<file path="config.mk">
export PLATFORM = sky130hd
export DESIGN_NAME = mult_result_fifo_flat
export DESIGN_NICKNAME = d
export VERILOG_FILES = /design/src/rtl/mult_result_fifo_if.sv /design/src/rtl/mult_result_fifo.sv /design/src/flat_wrapper.sv
export SDC_FILE = /design/constraint.sdc
export NUM_CORES = 1
export LEC_CHECK = 0
export BUFFER_PORTS_ARGS = -buffer_cell sky130_fd_sc_hd__buf_2
export CORE_MARGIN = 2
export CORE_UTILIZATION = 45
export CTS_BUF_LIST = sky130_fd_sc_hd__clkbuf_8
export CTS_CLUSTER_DIAMETER = 40
export CTS_CLUSTER_SIZE = 24
export DETAILED_ROUTE_END_ITERATION = 16
export GPL_ROUTABILITY_DRIVEN = 0
export HOLD_SLACK_MARGIN = 0.05
export MAX_ROUTING_LAYER = met4
export PLACE_DENSITY = 0.64
export SETUP_SLACK_MARGIN = 0.1
export SYNTH_ARGS = -nofsm -noshare
export SYNTH_HDL_FRONTEND = slang
export SYNTH_SLANG_ARGS = --single-unit
</file>
<file path="constraint.sdc">
create_clock -name clk -period 4.1 [get_ports clk]
set_input_delay 0.205 -clock clk [delete_from_list [all_inputs] [get_ports clk]]
set_output_delay 0.205 -clock clk [all_outputs]
set_load 0.02 [all_outputs]
</file>
<file path="src/rtl/mult_result_fifo_if.sv">
// Handshake bundle between the multiplier's final adder, the result buffer and
// the 64-bit result consumer.
interface mult_result_fifo_if #(
    parameter int W     = 128,
    parameter int DEPTH = 4
);
    localparam int CW = $clog2(DEPTH) + 1;

    logic             in_valid;
    logic             in_ready;
    logic [W-1:0]     in_sum;
    logic             in_carry;
    logic             out_valid;
    logic             out_ready;
    logic [W/2-1:0]   out_data;
    logic             out_hi;
    logic             out_carry;
    logic [CW-1:0]    count;

    modport master (
        output in_valid, in_sum, in_carry, out_ready,
        input  in_ready, out_valid, out_data, out_hi, out_carry, count
    );

    modport slave (
        input  in_valid, in_sum, in_carry, out_ready,
        output in_ready, out_valid, out_data, out_hi, out_carry, count
    );
endinterface

</file>
<file path="src/rtl/mult_result_fifo.sv">
// Product buffer: stores {carry, sum} entries and streams each one as a low
// beat followed by a high beat on a half-width bus.
module mult_result_fifo #(
    parameter int DEPTH = 4,
    parameter int W     = 128
) (
    input  logic            clk,
    input  logic            rst,
    mult_result_fifo_if.slave bus
);
    localparam int AW = $clog2(DEPTH);
    localparam int CW = AW + 1;
    localparam int HW = W / 2;

    typedef enum logic {LO = 1'b0, HI = 1'b1} beat_t;

    logic [W:0]    mem_q [DEPTH];
    logic [AW-1:0] wp_q, wp_d;
    logic [AW-1:0] rp_q, rp_d;
    logic [CW-1:0] count_q, count_d;
    beat_t         state_q, state_d;

    logic          in_ready;
    logic          out_valid;
    logic          push;
    logic          pop;
    logic          fire;
    logic [W:0]    head;
    logic [HW-1:0] out_data;
    logic          out_hi;
    logic          out_carry;

    // Ready looks only at the registered count, so a pop never raises it combinationally.
    assign in_ready  = (count_q < CW'(DEPTH));
    assign out_valid = (count_q != '0);
    assign push      = bus.in_valid && in_ready;
    assign fire      = out_valid && bus.out_ready;
    assign head      = mem_q[rp_q];

    always_comb begin
        state_d   = state_q;
        pop       = 1'b0;
        out_data  = '0;
        out_hi    = 1'b0;
        out_carry = 1'b0;
        if (out_valid) begin
            case (state_q)
                LO: begin
                    out_data = head[HW-1:0];
                    if (fire) state_d = HI;
                end
                HI: begin
                    out_data  = head[W-1:HW];
                    out_hi    = 1'b1;
                    out_carry = head[W];
                    if (fire) begin
                        state_d = LO;
                        pop     = 1'b1;
                    end
                end
                default: state_d = LO;
            endcase
        end
    end

    always_comb begin
        wp_d    = push ? wp_q + AW'(1) : wp_q;
        rp_d    = pop  ? rp_q + AW'(1) : rp_q;
        count_d = count_q;
        case ({push, pop})
            2'b10:   count_d = count_q + CW'(1);
            2'b01:   count_d = count_q - CW'(1);
            default: count_d = count_q;
        endcase
    end

    always_ff @(posedge clk or posedge rst) begin
        if (rst) begin
            wp_q    <= '0;
            rp_q    <= '0;
            count_q <= '0;
            state_q <= LO;
        end else begin
            wp_q    <= wp_d;
            rp_q    <= rp_d;
            count_q <= count_d;
            state_q <= state_d;
        end
    end

    // Entry contents are only ever read while counted valid, so they carry no reset.
    always_ff @(posedge clk) begin
        if (push) mem_q[wp_q] <= {bus.in_carry, bus.in_sum};
    end

    assign bus.in_ready  = in_ready;
    assign bus.out_valid = out_valid;
    assign bus.out_data  = out_data;
    assign bus.out_hi    = out_hi;
    assign bus.out_carry = out_carry;
    assign bus.count     = count_q;
endmodule

</file>
<file path="src/flat_wrapper.sv">
// flat-port wrapper written by rule: the top's interface ports become plain ports
module mult_result_fifo_flat 
#(
    parameter int DEPTH = 4,
    parameter int W     = 128
)
  (clk, rst, bus_in_valid, bus_in_sum, bus_in_carry, bus_out_ready, bus_in_ready, bus_out_valid, bus_out_data, bus_out_hi, bus_out_carry, bus_count);
  mult_result_fifo_if #(.W(W), .DEPTH(DEPTH)) bus_i ();
  input  logic clk;
  input  logic rst;
  input wire logic [$bits(bus_i.in_valid)-1:0] bus_in_valid;
  input wire logic [$bits(bus_i.in_sum)-1:0] bus_in_sum;
  input wire logic [$bits(bus_i.in_carry)-1:0] bus_in_carry;
  input wire logic [$bits(bus_i.out_ready)-1:0] bus_out_ready;
  output wire logic [$bits(bus_i.in_ready)-1:0] bus_in_ready;
  output wire logic [$bits(bus_i.out_valid)-1:0] bus_out_valid;
  output wire logic [$bits(bus_i.out_data)-1:0] bus_out_data;
  output wire logic [$bits(bus_i.out_hi)-1:0] bus_out_hi;
  output wire logic [$bits(bus_i.out_carry)-1:0] bus_out_carry;
  output wire logic [$bits(bus_i.count)-1:0] bus_count;
  assign bus_i.in_valid = bus_in_valid;
  assign bus_i.in_sum = bus_in_sum;
  assign bus_i.in_carry = bus_in_carry;
  assign bus_i.out_ready = bus_out_ready;
  assign bus_in_ready = bus_i.in_ready;
  assign bus_out_valid = bus_i.out_valid;
  assign bus_out_data = bus_i.out_data;
  assign bus_out_hi = bus_i.out_hi;
  assign bus_out_carry = bus_i.out_carry;
  assign bus_count = bus_i.count;
  mult_result_fifo #(.DEPTH(DEPTH), .W(W)) u_core (.clk(clk), .rst(rst), .bus(bus_i));
endmodule
</file>
==> run_results.csv, run 1 <==
group,metric,value,unit
pwr,p_int,11.4,mW
die,start_util,45.6,%
global_routing,gr-total-overflow,0,
worst_hold_path,hp-class,"in -> async",
die,num_rows,76,
synthesis,netlist_area,19700,µm²
route,first_pass_iters,5,
placed_design,portBuffers,203,
critical_path,r2r_end,"u_core.bus.count[2]",
outcome,outcome,"finished, final reports clean",
critical_path,start_kind,"flop",
route,wl_per_cell,21.7,µm
critical_path,r2r_cells,11,
finish,layout-drive-gt1-share,39.5,%
global_routing,grtUsageTotal,18.6,%
critical_path,end_kind,"output pin",
route,first_iter_violations,535,
clocking,clock_latency,630,ps
timing,setup_viol,0,
synthesis,ys_types,25,
pwr,seq_power_share,41.1,%
route,top_layer_used,"met4",
pwr,combPwrFrac,32.5,%
critical_path,path_buf_inv,2,
synthesis,synth_fp_nets,941,
timing,tns,0,ps
timing,finalHoldViolCount,0,
timing,period_share,75.9,%
critical_path,worst-path-max-fanout,45,
pwr,power.density,698,nW/µm²
critical_path,r2r-start,"u_core.bus.count[2]",
pwr,sw_frac_of_total,33.0,%
global_routing,grt_pass1_wl,60.7,mm
die,ioPinCount,204,
timing,skew,29.0,ps
critical_path,reg2reg_setup_slack,1740,ps
route,viasPerCell,5.24,
timing,rsz0062_at_grt,"false",
die,core_area,43200,µm²
timing,worstMarginPinSlew,1090,ps
synthesis,synth_area_leaders,"edfxtp_1 (79%), mux4_2 (15%), a22o_1 (2.8%)",
pwr,power_switching,5.65,mW
synthesis,synth_area_leader_cell,"edfxtp_1",
timing,worst_slew_margin_rel,27.6,%
critical_path,cp_top_family,"flip-flops",
finish,layout_common_cells,"edfxtp_1 (516), buf_2 (203), dlygate4sd3_1 (132)",
clocking,clockBufferDepth,3,
finish,syn2layout_area_growth,24.4,%
synthesis,syn_inst,801,
clocking,path_clk_slew,70,ps
critical_path,criticalPathCategory,"reg -> out",
finish,final_common_cell,"edfxtp_1",
finish,fin_nets,1329,
clocking,cts_tree,"built",
placed_design,dp_hpwl,21.2,mm
die,die_area,45500,µm²
critical_path,worstPathRequired,3890,ps
global_routing,antenna_found_initial,7,
die,die_h,213,µm
synthesis,synth.avg_cell_area,24.6,µm²
critical_path,crit_chain,"buf_12 > mux4_2 > a22o_1 > buf_2",
timing,finalMaxSlewViolations,0,
global_routing,grt_max_degree,87,
synthesis,synth-edff-count,516,
pwr,peakVddDrop,0.409,mV
route,wl_met3,2.33,mm
route,drc,0,
clocking,cts_repair_resize_count,0,
critical_path,slowest_stage,"dfrtp_4",
route,dr_wl_met2,20.4,mm
run,cap_violations,0,
critical_path,cp.arrival,2910,ps
synthesis,yosysSeqAreaShare,79.7,%
critical_path,path_depth,4,
timing,max_freq,321,MHz
synthesis,yosys_warnings,0,
finish,final_util,56.7,%
critical_path,crit_path_start,"u_core.rp_q[0]",
clocking,h-tree-depth,3,
critical_path,crit_path_end,"bus_out_data[51]",
route,drtAntennaViolNets,0,
synthesis,ys.flop_type,"edfxtp_1",
synthesis,synthArstFlopShare,1.53,%
clocking,cts-buffers-inserted,74,
route,dr_total_vias,9644,
clocking,cts.root.buffer_cell,"clkbuf_8",
pwr,leakage,8.36,nW
clocking,cts_setup_buffers,0,
route,wl,39.9,mm
clocking,cts_sinks,524,
global_routing,grt_pass1_vias,10700,
die,fp.dieW,213,µm
timing,finalCriticalPeriod,3110,ps
critical_path,max_stage_delay,850,ps
synthesis,yosys_register_bits,524,
route,met1_length,16.4,mm
synthesis,synth_top_cell_area_share,78.7,%
pwr,clockPowerShare,26.4,%
-- layout make-up --
cell class | instances | area [µm²]
inverter | 9 | 33.8
antenna | 7 | 17.5
sequential | 524 | 15700
multi-input combinational | 225 | 3740
clock inverter | 61 | 638
timing repair buffer | 355 | 2610
clock buffer | 74 | 1020
fill | 3313 | 18700
tap | 585 | 732
-- flip-flops by register name, summed over array words and instances (netlist names) --
register          cells
u_core.bus.count      3
u_core.mem_q        516
u_core.rp_q           2
u_core.state_q        1
u_core.wp_q           2
-- synthesized netlist by cell type (4+ instances only) --
cell	n
nand2_1	4
ha_1	6
dfrtp_1	8
xnor2_1	4
and2_1	7
clkbuf_1	11
mux4_2	129
buf_1	10
edfxtp_1	516
buf_6	8
a22o_1	64
inv_1	8
buf_2	11
-- tightest hold or removal path: stages --
cell and delay [ps]:
dlygate4sd3_1 540, buf_2 120, inv_1 280
-- stage by stage --
stage	cells	power, mW	hold slack (ps)	area [µm²]	worst slack, ps
floorplan	801	11.0	20.7	19700	1210
global placement	1566	12.7	197	21500	1550
detailed placement	1566	12.7	207	21500	1540
CTS	1833	17.4	56.7	24500	842
global route	1840	17.9	106	24500	751
finish	1840	17.1	111	24500	989
-- how the worst min path moves through the flow --
stage | end | start | cells after the start
3_3_place_gp | u_core.bus.count[0] | rst | 2
3_5_place_dp | u_core.bus.count[2] | rst | 2
2_1_floorplan | u_core.bus.count[0] | rst | 1
5_1_grt | u_core.wp_q[0] | rst | 3
6_report | u_core.wp_q[0] | rst | 3
4_1_cts | u_core.wp_q[0] | rst | 3
-- per-layer routing --
metal  up-vias  global-route usage, %
li1       4263                      -
met1      5052                   22.4
met2       268                   30.8
met3        61                   5.00
met4         0                   5.68
met5         -                      -
-- repair_timing --
| item | CTS | global route |
|---|---|---|
| endpoints found under the hold margin | 527 | 0 |
| setup endpoints to repair | 0 | 0 |
| hold buffers | 132 | 0 |
-- power groups by stage --
stage / clock (mW) / sequential, mW / combinational, mW
floorplan: 0 / 6.99 / 4.01
CTS: 4.63 / 7.04 / 5.69
global placement: 0 / 7.13 / 5.56
global route: 4.86 / 7.11 / 5.97
detailed placement: 0 / 7.16 / 5.57
finish: 4.51 / 7.03 / 5.56
-- kinds of logic after synthesis --
kind of cell / after synthesis / synth area share [%]
DFF: 524 / 79.7
muxes: 130 / 14.8
AOI/OAI and AO/OA: 65 / 2.87
buffers and inverters: 52 / 1.41
and+or+nand+nor: 17 / 0.476
adders and majority gates: 7 / 0.483
xor gates and xnor gates: 6 / 0.267
No activity file was read; power rests on OpenSTA's default activity.
==> run 2: changes to the inputs <==
PLACE_DENSITY = 0.62   (was 0.64)
clock period = 3.2 ns   (was 4.1 ns; I/O delays follow)
==> run 2 against run 1 <==
Net effect:
- non-clock buffer count increased by 19
- critical endpoint is now bus_out_data[63]
- largest power group unchanged
- sequential power increased by 27%
- clock-buffer cell count unchanged
- utilization increased by 0.27 points
- total power increased by 27%
==> run_results.csv, run 2 (same netlist as run 1, synthesis figures left out) <==
group,metric,value,unit
finish,fill_cells,3256,
clocking,clock_latency,640,ps
finish,largest_reg_flops,516,
route,wl_per_cell,21.7,µm
finish,design_area,24600,µm²
clocking,cts_setup_buffers,0,
outcome,outcome,"finished, final reports clean",
placed_design,post_dp_cell_area,21800,µm²
global_routing,grt_max_degree,70,
timing,worst_slew_margin_rel,56.8,%
timing,finalMaxSlewViolations,0,
critical_path,slowest_stage,"mux4_2",
pwr,leakage,8.43,nW
timing,finalHoldViolCount,0,
finish,layout-drive-gt1-share,39.1,%
timing,worstMarginPinSlew,649,ps
critical_path,cp.arrival,2540,ps
route,viasPerCell,5.24,
pwr,power.density,881,nW/µm²
die,num_rows,76,
die,core_area,43200,µm²
critical_path,end_kind,"output pin",
timing,period_share,84.2,%
clocking,path_clk_slew,70,ps
clocking,cts-buffers-inserted,68,
clocking,cts.root.buffer_cell,"clkbuf_8",
die,start_util,45.6,%
die,die_area,45500,µm²
route,wl_met3,2.47,mm
route,drtAntennaViolNets,0,
route,met1_length,16.5,mm
route,first_pass_iters,4,
critical_path,crit_chain,"buf_12 > mux4_2 > a22o_1 > buf_2",
timing,finalCriticalPeriod,2700,ps
timing,tns,0,ps
pwr,peakVddDrop,0.556,mV
finish,layout_common_cells,"edfxtp_1 (516), buf_2 (203), dlygate4sd3_1 (133)",
finish,final_util,57.0,%
route,top_layer_used,"met4",
finish,regMostFlops,"u_core.mem_q",
clocking,cts_sinks,524,
route,dr_wl_met2,20.3,mm
critical_path,max_stage_delay,560,ps
timing,skew,40.7,ps
route,wl,39.9,mm
critical_path,criticalPathCategory,"reg -> out",
finish,fin_nets,1342,
worst_hold_path,hold_depth,2,
run,cap_violations,0,
critical_path,r2r_cells,9,
global_routing,gr-total-overflow,0,
finish,syn2layout_area_growth,25.0,%
route,drc,0,
global_routing,grt_pass1_vias,10700,
die,ioPinCount,204,
clocking,cts_repair_resize_count,0,
route,first_iter_violations,677,
global_routing,grt_pass1_wl,60.7,mm
global_routing,antenna_found_initial,5,
clocking,hold_buffers,133,
critical_path,worstPathRequired,3040,ps
timing,setup_viol,0,
worst_hold_path,hp-class,"in -> reg",
clocking,clockBufferDepth,3,
global_routing,grtUsageTotal,18.6,%
placed_design,portBuffers,203,
critical_path,start_kind,"flop",
route,dr_total_vias,9652,
timing,hold-worst-slack,274,ps
finish,final_common_cell,"edfxtp_1",
clocking,h-tree-depth,3,
placed_design,dp_hpwl,22.9,mm
critical_path,worst-path-max-fanout,45,
die,fp.dieW,213,µm
clocking,cts_tree,"built",
die,die_h,213,µm
timing,rsz0062_at_grt,"false",
timing,max_freq,371,MHz
[run 2: cell count changes in the layout (fill, tap and decap cells not counted), sizes merged, moves of 3 or more]
cell	previous run	this run
clkinvlp	11	7
inv	33	29
clkinv	19	15
buf	223	241
bufinv	7	4
[run 2: path summary, 6_finish.rpt]
path	start	endpoint	slack (ps)
hold reg to reg	u_core.bus.count[0]	u_core.bus.count[0]	540
setup reg to reg	u_core.bus.count[0]	u_core.bus.count[1]	890
setup / recovery	u_core.rp_q[0]	bus_out_data[63]	500
min in group asynchronous	rst	u_core.bus.count[1]	580
max in group asynchronous	rst	u_core.rp_q[1]	2350
hold / removal	bus_in_sum[31]	u_core.mem_q[1][31]	270
[run 2: worst max-delay path, delay by kind of cell, from the launching register on]
family                 cells  cell delay, ps
AO/OA/AOI/OAI              1             280
buffers and inverters      2             530
multiplexers               1             560
flip-flops                 1             530
[run 2: metal layers]
layer	up-vias	track usage (%)
met5	-	-
met4	0	6.51
met3	60	5.02
met2	254	30.2
met1	5051	22.8
li1	4287	-
[run 2: power breakdown]
| group | switching [mW] | total (mW) | internal, mW |
|---|---|---|---|
| Combinational | 4.15 | 7.52 | 3.37 |
| Clock | 2.63 | 5.23 | 2.60 |
| Sequential | 0.349 | 8.93 | 8.58 |
| Total | 7.13 | 21.7 | 14.6 |
[run 2: through the flow]
| stage | std cells | total power [mW] | setup slack, ps |
|---|---|---|---|
| detailed placement | 1584 | 16.6 | 897 |
| CTS | 1837 | 22.0 | 381 |
| finish | 1843 | 21.7 | 504 |
| floorplan | 801 | 14.1 | 305 |
| global route | 1842 | 22.8 | 347 |
| global placement | 1584 | 16.6 | 911 |
[run 2: layout make-up]
| type | instances | area [µm²] | share of cell area [%] |
|---|---|---|---|
| Tap cell | 585 | 732 | 2.97 |
| Antenna cell | 6 | 15.0 | 0.0610 |
| Clock inverter | 46 | 449 | 1.82 |
| Clock buffer | 74 | 1020 | 4.14 |
| Multi-Input combinational cell | 225 | 3740 | 15.2 |
| Timing Repair Buffer | 374 | 2920 | 11.9 |
| Sequential cell | 524 | 15700 | 63.8 |
| Inverter | 9 | 33.8 | 0.137 |
